**src/rtl/matrix_pkg.sv**
```systemverilog
// Shared types and helpers for the matrix BRAM loader: FSM state encoding,
// default geometry and the start-time dimension check.
package matrix_pkg;

  localparam int DEF_ROWS       = 5;
  localparam int DEF_COLS       = 5;
  localparam int DEF_ADDR_WIDTH = $clog2(DEF_ROWS * DEF_COLS);
  localparam int DEF_DIM_WIDTH  = $clog2(((DEF_ROWS > DEF_COLS) ? DEF_ROWS : DEF_COLS) + 1);

  typedef enum logic [1:0] {
    IDLE = 2'd0,
    LOAD = 2'd1,
    FILL = 2'd2,
    FIN  = 2'd3
  } loader_state_e;

  function automatic logic dims_valid(input int rows, input int cols,
                                      input int max_rows, input int max_cols);
    return (rows >= 1) && (rows <= max_rows) && (cols >= 1) && (cols <= max_cols);
  endfunction

endpackage

```
**src/rtl/matrix_addr_counter.sv**
```systemverilog
// Row/column walker over a lim_rows x lim_cols window with a fixed address stride.
// The address is row-base + c so no multiplier is needed; the last step wraps to 0.
module matrix_addr_counter
  import matrix_pkg::*;
#(
  parameter int ADDR_WIDTH = DEF_ADDR_WIDTH,
  parameter int DIM_WIDTH  = DEF_DIM_WIDTH,
  parameter int STRIDE     = DEF_COLS
) (
  input  logic                  clk,
  input  logic                  rst_n,
  input  logic                  clear,
  input  logic                  step,
  input  logic [DIM_WIDTH-1:0]  lim_rows,
  input  logic [DIM_WIDTH-1:0]  lim_cols,
  output logic [DIM_WIDTH-1:0]  r,
  output logic [DIM_WIDTH-1:0]  c,
  output logic [ADDR_WIDTH-1:0] addr,
  output logic                  last
);

  logic [DIM_WIDTH-1:0]  r_q, r_d, c_q, c_d;
  logic [ADDR_WIDTH-1:0] base_q, base_d;
  logic                  row_end;

  assign row_end = (c_q == lim_cols - DIM_WIDTH'(1));
  assign last    = row_end && (r_q == lim_rows - DIM_WIDTH'(1));
  assign r       = r_q;
  assign c       = c_q;
  assign addr    = base_q + ADDR_WIDTH'(c_q);

  always_comb begin
    r_d    = r_q;
    c_d    = c_q;
    base_d = base_q;
    // Wrapping to 0 on the last cell keeps base from ever stepping past the array.
    if (clear || (step && last)) begin
      r_d    = '0;
      c_d    = '0;
      base_d = '0;
    end else if (step) begin
      if (row_end) begin
        c_d    = '0;
        r_d    = r_q + DIM_WIDTH'(1);
        base_d = base_q + ADDR_WIDTH'(STRIDE);
      end else begin
        c_d = c_q + DIM_WIDTH'(1);
      end
    end
  end

  always_ff @(posedge clk or negedge rst_n) begin
    if (!rst_n) begin
      r_q    <= '0;
      c_q    <= '0;
      base_q <= '0;
    end else begin
      r_q    <= r_d;
      c_q    <= c_d;
      base_q <= base_d;
    end
  end

endmodule

```
**src/rtl/matrix_bram_loader.sv**
```systemverilog
// Streams a cfg_rows x cfg_cols row-major matrix into the top-left of a ROWS x COLS
// BRAM, optionally zero-filling every cell outside that region afterwards.
module matrix_bram_loader
  import matrix_pkg::*;
#(
  parameter int ROWS       = DEF_ROWS,
  parameter int COLS       = DEF_COLS,
  parameter int ADDR_WIDTH = $clog2(ROWS * COLS),
  parameter int DATA_WIDTH = 32,
  parameter int DIM_WIDTH  = $clog2(((ROWS > COLS) ? ROWS : COLS) + 1),
  parameter int ZERO_FILL  = 1
) (
  input  logic                  clk,
  input  logic                  rst_n,
  input  logic                  start,
  input  logic [DIM_WIDTH-1:0]  cfg_rows,
  input  logic [DIM_WIDTH-1:0]  cfg_cols,
  input  logic                  s_valid,
  input  logic [DATA_WIDTH-1:0] s_data,
  output logic                  s_ready,
  output logic                  bram_wr_en,
  output logic [ADDR_WIDTH-1:0] bram_addr,
  output logic [DATA_WIDTH-1:0] bram_din,
  output logic                  busy,
  output logic                  done,
  output logic                  err
);

  localparam logic [DIM_WIDTH-1:0] ROWS_L = DIM_WIDTH'(ROWS);
  localparam logic [DIM_WIDTH-1:0] COLS_L = DIM_WIDTH'(COLS);

  loader_state_e         state_q, state_d;
  logic [DIM_WIDTH-1:0]  rows_q, rows_d, cols_q, cols_d;
  logic                  ready_q, wr_en_q, wr_en_d, busy_q, busy_d;
  logic                  done_q, done_d, err_q, err_d;
  logic [ADDR_WIDTH-1:0] addr_q, addr_d;
  logic [DATA_WIDTH-1:0] din_q, din_d;

  logic                  ld_clear, ld_step, ld_last;
  logic [DIM_WIDTH-1:0]  ld_r, ld_c;
  logic [ADDR_WIDTH-1:0] ld_addr;
  logic                  fl_clear, fl_step, fl_last;
  logic [DIM_WIDTH-1:0]  fl_r, fl_c;
  logic [ADDR_WIDTH-1:0] fl_addr;
  logic                  unused_ld;

  assign unused_ld = ^{ld_r, ld_c};

  matrix_addr_counter #(
    .ADDR_WIDTH(ADDR_WIDTH), .DIM_WIDTH(DIM_WIDTH), .STRIDE(COLS)
  ) u_load_cnt (
    .clk      (clk),
    .rst_n    (rst_n),
    .clear    (ld_clear),
    .step     (ld_step),
    .lim_rows (rows_q),
    .lim_cols (cols_q),
    .r        (ld_r),
    .c        (ld_c),
    .addr     (ld_addr),
    .last     (ld_last)
  );

  matrix_addr_counter #(
    .ADDR_WIDTH(ADDR_WIDTH), .DIM_WIDTH(DIM_WIDTH), .STRIDE(COLS)
  ) u_fill_cnt (
    .clk      (clk),
    .rst_n    (rst_n),
    .clear    (fl_clear),
    .step     (fl_step),
    .lim_rows (ROWS_L),
    .lim_cols (COLS_L),
    .r        (fl_r),
    .c        (fl_c),
    .addr     (fl_addr),
    .last     (fl_last)
  );

  always_comb begin
    state_d  = state_q;
    rows_d   = rows_q;
    cols_d   = cols_q;
    wr_en_d  = 1'b0;
    addr_d   = addr_q;
    din_d    = din_q;
    busy_d   = busy_q;
    done_d   = 1'b0;
    err_d    = err_q;
    ld_clear = 1'b0;
    ld_step  = 1'b0;
    fl_clear = 1'b0;
    fl_step  = 1'b0;
    unique case (state_q)
      IDLE: begin
        if (start) begin
          if (dims_valid(int'(cfg_rows), int'(cfg_cols), ROWS, COLS)) begin
            rows_d   = cfg_rows;
            cols_d   = cfg_cols;
            err_d    = 1'b0;
            busy_d   = 1'b1;
            ld_clear = 1'b1;
            fl_clear = 1'b1;
            state_d  = LOAD;
          end else begin
            err_d  = 1'b1;
            done_d = 1'b1;
          end
        end
      end
      LOAD: begin
        // ready_q mirrors state_q == LOAD, so s_valid alone is the handshake here.
        if (s_valid) begin
          wr_en_d = 1'b1;
          addr_d  = ld_addr;
          din_d   = s_data;
          ld_step = 1'b1;
          if (ld_last) state_d = (ZERO_FILL != 0) ? FILL : FIN;
        end
      end
      FILL: begin
        fl_step = 1'b1;
        wr_en_d = (fl_r >= rows_q) || (fl_c >= cols_q);
        addr_d  = fl_addr;
        din_d   = '0;
        if (fl_last) state_d = FIN;
      end
      FIN: begin
        busy_d  = 1'b0;
        done_d  = 1'b1;
        state_d = IDLE;
      end
      default: state_d = IDLE;
    endcase
  end

  always_ff @(posedge clk or negedge rst_n) begin
    if (!rst_n) begin
      state_q <= IDLE;
      rows_q  <= '0;
      cols_q  <= '0;
      ready_q <= 1'b0;
      wr_en_q <= 1'b0;
      addr_q  <= '0;
      din_q   <= '0;
      busy_q  <= 1'b0;
      done_q  <= 1'b0;
      err_q   <= 1'b0;
    end else begin
      state_q <= state_d;
      rows_q  <= rows_d;
      cols_q  <= cols_d;
      ready_q <= (state_d == LOAD);
      wr_en_q <= wr_en_d;
      addr_q  <= addr_d;
      din_q   <= din_d;
      busy_q  <= busy_d;
      done_q  <= done_d;
      err_q   <= err_d;
    end
  end

  assign s_ready    = ready_q;
  assign bram_wr_en = wr_en_q;
  assign bram_addr  = addr_q;
  assign bram_din   = din_q;
  assign busy       = busy_q;
  assign done       = done_q;
  assign err        = err_q;

endmodule

```
**config.mk**
```make
export PLATFORM = sky130hd
export DESIGN_NAME = matrix_bram_loader
export DESIGN_NICKNAME = d
export VERILOG_FILES = /design/src/rtl/matrix_pkg.sv /design/src/rtl/matrix_addr_counter.sv /design/src/rtl/matrix_bram_loader.sv
export SDC_FILE = /design/constraint.sdc
export NUM_CORES = 1
export LEC_CHECK = 0
export BUFFER_PORTS_ARGS = -buffer_cell sky130_fd_sc_hd__buf_2
export CAP_MARGIN = 25
export CELL_PAD_IN_SITES_DETAIL_PLACEMENT = 0
export CELL_PAD_IN_SITES_GLOBAL_PLACEMENT = 2
export CORE_MARGIN = 2
export CORE_UTILIZATION = 37
export CTS_CLUSTER_SIZE = 28
export DETAILED_ROUTE_END_ITERATION = 8
export HOLD_SLACK_MARGIN = 0.15
export PLACE_DENSITY = 0.89
export SKIP_LAST_GASP = 1
export SYNTH_ARGS = -nofsm -noshare
export SYNTH_HDL_FRONTEND = slang
export SYNTH_SLANG_ARGS = --single-unit
export TNS_END_PERCENT = 30
```
**constraint.sdc**
```tcl
create_clock -name clk -period 3.9 [get_ports clk]
set_clock_uncertainty 0.15 [all_clocks]
set_input_delay 0.39 -clock clk [delete_from_list [all_inputs] [get_ports clk]]
set_output_delay 0.39 -clock clk [all_outputs]
set_load 0.01 [all_outputs]
```
==> results of run 1 <==
==> cells by family (layout without fill, tap and decap cells) <==
group | count (synthesis) | count (layout)
multiplexers | 4 | 4
flip-flops | 72 | 72
AND/OR/NAND/NOR | 80 | 80
XOR/XNOR | 17 | 17
buffers and inverters | 37 | 166
AO/OA/AOI/OAI | 98 | 98
adder cells (fa/ha/maj) | 29 | 29
==> final cells by class <==
| class | instances | area, µm² | share of cell area |
|---|---|---|---|
| Inverter | 24 | 90.1 | 0.0187 |
| Clock inverter | 6 | 115 | 0.0240 |
| Timing Repair Buffer | 126 | 836 | 0.174 |
| Multi-Input combinational cell | 228 | 1670 | 0.347 |
| Clock buffer | 10 | 128 | 0.0266 |
| Sequential cell | 72 | 1800 | 0.375 |
| Tap cell | 133 | 166 | 0.0346 |
==> worst paths after layout <==
| check | endpoint | slack, ns | cells past startpoint |
|---|---|---|---|
| setup / recovery | u_fill_cnt.r[1]$_DFFE_PN0P_ | 1.51 | 7 |
| hold / removal | err$_DFFE_PN0P_ | 0.19 | 3 |
| setup reg to reg | u_fill_cnt.r[1]$_DFFE_PN0P_ | 1.51 | 7 |
| hold reg to reg | bram_addr[0]$_DFFE_PN0P_ | 0.34 | 2 |
| max in group asynchronous | bram_addr[0]$_DFFE_PN0P_ | 2.16 | 3 |
| min in group asynchronous | u_fill_cnt.r[1]$_DFFE_PN0P_ | 0.42 | 2 |
==> worst max-delay path, cell delays in order, from the launching register on <==
cell,delay (ns)
sky130_fd_sc_hd__dfrtp_1,0.41
sky130_fd_sc_hd__inv_1,0.13
sky130_fd_sc_hd__ha_1,0.60
sky130_fd_sc_hd__and3_1,0.39
sky130_fd_sc_hd__nand3_1,0.16
sky130_fd_sc_hd__nand2_1,0.18
sky130_fd_sc_hd__nor2_1,0.08
sky130_fd_sc_hd__a22o_1,0.18
==> power groups by stage <==
stage,Sequential [mW],Combinational [mW],Clock [mW]
after global placement,1.19,1.19,0
after CTS,1.19,1.24,0.754
after floorplan,1.27,0.705,0
final,1.19,1.24,0.735
after detailed placement,1.20,1.21,0
after global routing,1.23,1.38,0.782
==> placed cells by master (no fill, tap or decap), types with 3 or more instances in the layout <==
master	n
sky130_fd_sc_hd__nor3_1	4
sky130_fd_sc_hd__ha_1	27
sky130_fd_sc_hd__nand3_1	9
sky130_fd_sc_hd__nor2_1	19
sky130_fd_sc_hd__nor2_2	3
sky130_fd_sc_hd__buf_2	83
sky130_fd_sc_hd__a22o_1	34
sky130_fd_sc_hd__o21ai_0	22
sky130_fd_sc_hd__clkbuf_8	9
sky130_fd_sc_hd__nand2_1	23
sky130_fd_sc_hd__bufinv_16	3
sky130_fd_sc_hd__xor2_1	7
sky130_fd_sc_hd__inv_1	23
sky130_fd_sc_hd__dlygate4sd3_1	39
sky130_fd_sc_hd__dfrtp_1	72
sky130_fd_sc_hd__mux2i_1	3
sky130_fd_sc_hd__xnor2_1	8
sky130_fd_sc_hd__and3_1	4
sky130_fd_sc_hd__buf_4	4
sky130_fd_sc_hd__nor2b_1	6
sky130_fd_sc_hd__nand2b_1	3
sky130_fd_sc_hd__a21oi_1	26
==> state kept, by name, summed over array words and instances (netlist names) <==
| register | count |
|---|---|
| state_q | 2 |
| u_fill_cnt.base_q | 5 |
| cols_q | 3 |
| u_load_cnt.r | 3 |
| rows_q | 3 |
| busy | 1 |
| u_load_cnt.base_q | 5 |
| bram_din | 32 |
| done | 1 |
| bram_addr | 5 |
| err | 1 |
| u_load_cnt.c | 3 |
| s_ready | 1 |
| u_fill_cnt.c | 3 |
| bram_wr_en | 1 |
| u_fill_cnt.r | 3 |
==> repair_timing <==
item | in CTS | in global routing
hold buffers | 39 | 0
buffers inserted | 0 | 0
hold endpoints to repair | 62 | 0
==> routing by layer <==
| layer | part of all wire | wire length (µm) | global-route usage |
|---|---|---|---|
| met2 | 0.51 | 4660 | 0.287 |
| met3 | 0.035 | 322 | 0.0353 |
| met4 | 0.029 | 263 | 0.0911 |
| met1 | 0.43 | 3900 | 0.235 |
| met5 | 0 | 0 | 0 |
==> flow_results.org, run 1 <==
** Outcome
- Run status :: completed

** Die
- For this design the top-level I/O count stands at 84.
- The floorplan step set the die height to 103 µm.
- For this configuration, the core starts out at a cell density of 0.377.
- Area inside the core boundary :: 9640 µm²
- The die covers 10600 µm².
- # rows :: 36
- Chip width :: 103 µm

** Yosys
- Counting instances in the post-synthesis netlist gives the leading cell types as sky130_fd_sc_hd__dfrtp_1, sky130_fd_sc_hd__a22o_1, sky130_fd_sc_hd__ha_1, sky130_fd_sc_hd__a21oi_1.
- In this run the mean area of a mapped cell was 10.8 µm².
- Gate count after technology mapping :: 337
- Number of nets produced by synthesis :: 408
- Most repeated cell in the gate-level netlist after synthesis :: sky130_fd_sc_hd__dfrtp_1
- Of the total synthesized cell area, the portion taken by XOR and XNOR cells is 0.0489.
- Of the post-synthesis cell area, the dominant cell type holds 0.496.
- Fraction of the yosys area taken by sequential cells :: 0.496
- The fraction of the mapped netlist area in compound gates was 0.182.
- Of the total synthesized cell area, the portion taken by AND, OR, NAND and NOR gates is 0.112.
- Count of different cell masters after synthesis :: 43
- Among all flip-flop cells after synthesis, the most frequent one is sky130_fd_sc_hd__dfrtp_1.
- Post-synthesis mux area share :: 0.0114
- Post-Syn Area :: 3630 µm²
- Main area contributors after synthesis :: sky130_fd_sc_hd__dfrtp_1, sky130_fd_sc_hd__ha_1, sky130_fd_sc_hd__a22o_1
- Number of synthesized flops with an enable pin :: 0
- Share of flip-flops with an asynchronous set or reset :: 1.00
- Flip-flop and latch count after synthesis :: 72
- YS warnings :: 0
- Of all cell types, the one taking the most synthesized area is sky130_fd_sc_hd__dfrtp_1.
- After synthesis, the largest family of logic cells by area is compound AO/OA/AOI/OAI gates.
- Of the total synthesized cell area, the portion taken by full adders, half adders and majority gates is 0.104.

** Timing
- For this run, the top clock speed supported by timing is 419 MHz.
- The worst pin sits at a relative slew slack of 0.563.
- Final critical-path setup slack :: 1.51 ns
- The max-slew violation total from the final report is 0.
- The hold violation total from the final report came to 0.
- For the finished layout, the period the worst path requires is 2.39 ns.
- Setup violations remaining at the end of the flow were counted as 0.
- Worst-margin pin slew :: 0.656 ns
- Period Utilization, post-route :: 0.612
- Setup repair after global routing left no endpoint under its margin.
- Adding up every negative setup slack in the final design gives 0 ns.
- Across all hold checks on the routed design, the worst slack comes to 0.193 ns.

** CTS
- No sink is reached through more buffers than the 2 on the longest clock path.
- Clock-pin slew was measured on the worst setup and hold paths at 0.08 ns.
- Resized Gates After CTS :: 0
- The root buffer cell chosen for the clock tree is sky130_fd_sc_hd__clkbuf_8.
- Clock sink count :: 72
- CTS built an H-tree with a depth of 3.
- Counting the buffers created by CTS gives 9.
- TritonCTS built the clock tree.
- Skew-Pair Late Insertion Delay :: 0.36 ns

** Drt
- Drt drc :: 0
- The detailed router finished its first iteration with 125 violations.
- After detailed routing, the total wire length is 9.14 mm.
- In the final routed layout, each cell accounts on average for 15.3 µm.
- Detailed routing inserted a total of 2948 vias.
- Antenna viol nets, final :: 0
- Number of optimization iterations in the first detailed-route pass :: 4
- In the routed layout, each cell is associated on average with a via count of 4.92.

** Worst setup path
- Type of origin of the critical path :: flop
- Timing startpoint of the critical path :: state_q[0]$_DFF_PN0_
- The critical path in this run is classified as flop to flop.
- Crit. End Element :: flop
- Data on the critical path is required at its endpoint by 4.00 ns.
- Startpoint of the worst register-to-register path :: state_q[0]$_DFF_PN0_
- Arrival time reported for the critical path endpoint :: 2.49 ns
- In this run the worst path has a maximum fanout of 18.

** Power and ir drop
- Total design power :: 3.17 mW
- Of the total power, the share spent switching nets is 0.364.
- Cell-internal power :: 2.01 mW
- P_leak :: 2.37 nW
- Cell Pwr Density :: 659 nW/µm²
- Portion of total power attributed to the clock network :: 0.232
- Power dissipated by switching net loads :: 1.15 mW
- The share of total power dissipated in combinational logic is 0.391.
- Register share of total power :: 0.377
- Max IR drop VDD :: 0.271 mV

** Place
- HPWL reported at the end of detailed placement :: 6.10 mm
- Once placement completed, the tool counted placed cells totaling 544.
- Weighted congestion at the end of routability-driven global placement :: 0.805
- Post-placement cell area :: 4170 µm²
- Count of input and output buffers :: 83
- Post-Place Setup Slack :: 1.54 ns

** Global routing
- Maximum number of pins on one net before global-route repair :: 49
- The total overflow left after global routing is 0.
- The number of antenna violations at the first check in global routing is 0.
- Global-route wire length before repair :: 14.6 mm
- The via count of the first global-routing pass was 2948.
- Total global-route track usage :: 0.181

** Cells and area
- The filler cells instantiated in the layout total 924.
- Compared with the post-synthesis result, the final layout area differs by 32.3%.
- Diodes inserted :: 0
- Non-filler cells in the finished layout :: 599
- With fillers left out, the area of the finished cells amounts to 4800 µm².
- End-of-flow core utilization :: 0.498
- Share of layout cells above drive strength 1 :: 0.236
- For this run, the post-layout net count is 532.

** Run
- The tool flagged a number of max-cap violations equal to 0.

** Hold path
- Hold_sp :: start
- The worst hold path belongs to the class input pin to flop.
Power figures use the tool's default switching activity.
==> run 2: changes to the inputs <==
--- a/config.mk
+++ b/config.mk
@@ -10,11 +10,11 @@
 export CELL_PAD_IN_SITES_DETAIL_PLACEMENT = 0
 export CELL_PAD_IN_SITES_GLOBAL_PLACEMENT = 2
 export CORE_MARGIN = 2
-export CORE_UTILIZATION = 37
+export CORE_UTILIZATION = 31
 export CTS_CLUSTER_SIZE = 28
 export DETAILED_ROUTE_END_ITERATION = 8
 export HOLD_SLACK_MARGIN = 0.15
-export PLACE_DENSITY = 0.89
+export PLACE_DENSITY = 0.79
 export SKIP_LAST_GASP = 1
 export SYNTH_ARGS = -nofsm -noshare
 export SYNTH_HDL_FRONTEND = slang
==> constraint.sdc (replaced) <==
create_clock -name clk -period 2.1 [get_ports clk]
set_clock_uncertainty 0.15 [all_clocks]
set_input_delay 0.21 -clock clk [delete_from_list [all_inputs] [get_ports clk]]
set_output_delay 0.21 -clock clk [all_outputs]
set_load 0.01 [all_outputs]
==> run 2 against run 1 <==
Effect of this change: fmax increased by 20%; register-to-register slack got worse by 1.4 ns; total power increased by 100%; via count increased by 1.7%; first-iteration DRC count decreased by 12%; critical path depth decreased by 1; critical endpoint is now bram_din[12]$_DFFE_PN0P_; largest cell class unchanged; largest power group unchanged; highest routed layer unchanged.
==> flow_results.org, run 2 (synthesis gave the netlist of run 1 again) <==
** Hold path
- Path type of the worst min-delay path :: input pin to async pin

** CTS
- Count of H-tree levels built during CTS :: 3 (unchanged)
- The number of clock buffers inserted by TritonCTS came to 9 (unchanged).
- The clock net sink count was 72 (unchanged).
- TritonCTS clock tree :: yes
- The later-pin clock latency in the skew report came to 0.34 ns (-0.02 ns).
- Root Driver :: sky130_fd_sc_hd__clkbuf_16
- Number of buffers between clock root and the deepest sink :: 2 (unchanged)
- Register clock-pin slew on the reported worst setup and hold paths :: 0.06 ns (-0.02 ns)

** Die
- The area inside the core boundary is 11400 µm² (+18%).
- The effective utilization at floorplan is 0.318 (-0.0587).
- Die span in y :: 112 µm (+8.9%)
- The number of standard-cell rows in the floorplan came to 39 (+8.3%).
- The number of I/O pins is 84 (unchanged).
- The die span in x is 112 µm (+8.9%).
- Overall die area :: 12600 µm² (+19%)

** Global routing
- The pin count of the biggest net entering global routing came to 40 (-18%).
- Grt ovf :: 0 (unchanged)
- The first-pass GRT wire length came to 15.4 mm (+5.7%).
- Total global-route track usage :: 0.153 (-0.0271)
- The number of antenna violations at the first check in global routing is 0 (unchanged).
- Vias in the first global route :: 3059 (+3.8%)

** Worst setup path
- The worst path required time was 2.17 ns (-1.83 ns).
- Cell class contributing the biggest share of worst-path delay :: simple AND/OR/NAND/NOR gates
- Number of buffer and inverter instances along the worst setup path :: 2 (+1)
- The largest individual stage delay along the critical path comes from the cell sky130_fd_sc_hd__dfrtp_1.
- Crit. End Element :: flop
- The worst setup path is launched from a flop.
- The biggest cell delay along the critical path is 0.42 ns (-0.18 ns).
- The critical path goes through inv_1 -> ha_1 -> nand2_1 -> and2_1 -> buf_12 -> a22o_1.
- The critical path in this run is classified as flop to flop.
- The biggest fanout along the worst timing path was 34 (+16).
- The arrival time of the worst setup path was 2.06 ns (-0.43 ns).

** Power and ir drop
- The total power divided by cell area came to 1250 nW/µm² (+90%).
- The total power was 6.40 mW (+100%).
- Max IR drop VDD :: 0.511 mV (+88%)
- The leakage power came to 2.52 nW (+6.2%).

** Timing
- Worst-margin pin slew :: 0.480 ns (-0.176 ns)
- Relative max-transition margin :: 0.680 (+0.117)
- Max-slew violation count :: 0 (unchanged)
- The maximum clock rate was 503 MHz (+20%).
- Final-report hold violation count :: 0 (unchanged)
- The post-route setup TNS came to 0 ns (unchanged).
- Final setup violating endpoints :: 0 (unchanged)
- The minimum period implied by the final worst setup slack was 1.99 ns (-0.401 ns).
- Setup repair after global routing missed its margin :: true
- The final critical-path share of the clock period is 0.946 (+0.334).

** Place
- HPWL reported at the end of detailed placement :: 6.62 mm (+8.7%)
- The routability congestion estimate from global placement is 0.787 (-2.2%).
- The count of placed standard cells including taps came to 567 (+4.2%).
- Count of input and output buffers :: 83 (unchanged)

** Cells and area
- Leaving out fill and tap cells, the most frequent cells in the layout are sky130_fd_sc_hd__buf_2, sky130_fd_sc_hd__dfrtp_1, sky130_fd_sc_hd__dlygate4sd3_1, sky130_fd_sc_hd__a22o_1.
- Non-filler cells in the finished layout :: 626 (+4.5%)
- The flip-flop count of the largest register, all copies and words added is 32 (unchanged).
- Net total in the final layout :: 550 (+3.4%)
- Leaving out fill and tap cells, the most frequent cell in the layout is sky130_fd_sc_hd__buf_2.
- Layout overhead on the synthesized area :: 40.6%
- The antenna diode count was 0 (unchanged).
- Share of layout cells above drive strength 1 :: 0.263 (+0.0269)

** Drt
- Number of optimization iterations in the first detailed-route pass :: 4 (unchanged)
- Vias per cell :: 4.79 (-2.7%)
- The residual antenna-violating net count after detailed routing was 0 (unchanged).
- Via count :: 2998 (+1.7%)
- The overall routed net length was 9.33 mm (+2.0%).
- Routed length per placed instance :: 14.9 µm (-2.4%)
- Detailed Route Iter0 Violations :: 110 (-12%)
- The post-route DRC violation count is 0 (unchanged).

** Run
- The count of max-cap constraint violations was 0 (unchanged).

** Outcome
- The flow ran to the end, and the final reports show no timing, DRC or antenna violations.
-- run 2: final cells by class --
class                           instances  area, µm²
Clock buffer                           10        229
Fill cell                            1114       6310
Multi-Input combinational cell        228       1670
Tap cell                              143        179
Clock inverter                          5        106
Inverter                               24       90.1
Timing Repair Buffer                  144       1030
Sequential cell                        72       1800
-- run 2: timing repair --
item | 4_1_cts | 5_1_grt
endpoints found under the hold margin | 113 | 0
hold buffers | 41 | 0
endpoints found under the setup margin | 0 | 4
gates resized for setup | 0 | 3
buffers inserted | 0 | 3
-- run 2: worst register-to-register path, stage by stage (launching register included) --
cell                      delay [ns]
sky130_fd_sc_hd__dfrtp_1        0.42
sky130_fd_sc_hd__inv_1          0.13
sky130_fd_sc_hd__ha_1           0.27
sky130_fd_sc_hd__nand2_1        0.23
sky130_fd_sc_hd__and2_1         0.24
sky130_fd_sc_hd__buf_12         0.17
sky130_fd_sc_hd__a22o_1         0.26
-- run 2: final timing paths --
| check | start | endpoint | slack [ns] | cells after the start |
|---|---|---|---|---|
| max in group asynchronous | rst_n | bram_addr[4]$_DFFE_PN0P_ | 1.00 | 3 |
| min | rst_n | u_fill_cnt.r[2]$_DFFE_PN0P_ | 0.23 | 2 |
| min in group clk | bram_addr[0]$_DFFE_PN0P_ | bram_addr[0]$_DFFE_PN0P_ | 0.34 | 2 |
| max | state_q[1]$_DFF_PN0_ | bram_din[12]$_DFFE_PN0P_ | 0.11 | 6 |
| max reg2reg | state_q[1]$_DFF_PN0_ | bram_din[12]$_DFFE_PN0P_ | 0.11 | 6 |
| min reg2reg | bram_addr[0]$_DFFE_PN0P_ | bram_addr[0]$_DFFE_PN0P_ | 0.34 | 2 |
-- run 2: metrics by stage --
stage | worst slack, ns | cell area, µm² | hold slack, ns | util
final | 0.113 | 5110 | 0.227 | 0.447
after global routing | -0.0128 | 5110 | 0.282 | 0.447
after CTS | 0.0306 | 5070 | 0.249 | 0.444
after detailed placement | 0.0601 | 4320 | 0.0631 | 0.378
after global placement | 0.126 | 4320 | 0.0596 | 0.378
after floorplan | 0.279 | 3630 | -0.236 | -
-- run 2: where the power goes --
part / leakage [nW] / internal, mW / total, mW / switching [mW]
Clock: 0.159 / 1.16 / 1.74 / 0.583
Combinational: 1.44 / 1.20 / 2.46 / 1.26
Sequential: 0.921 / 1.88 / 2.21 / 0.324
-- run 2: metal layers --
layer	GRT usage	wire length, µm	vias to the layer above
met5	0	0	-
met2	0.251	4580	50
met4	0.0740	282	0
li1	-	-	1483
met1	0.197	4160	1446
met3	0.0275	303	19
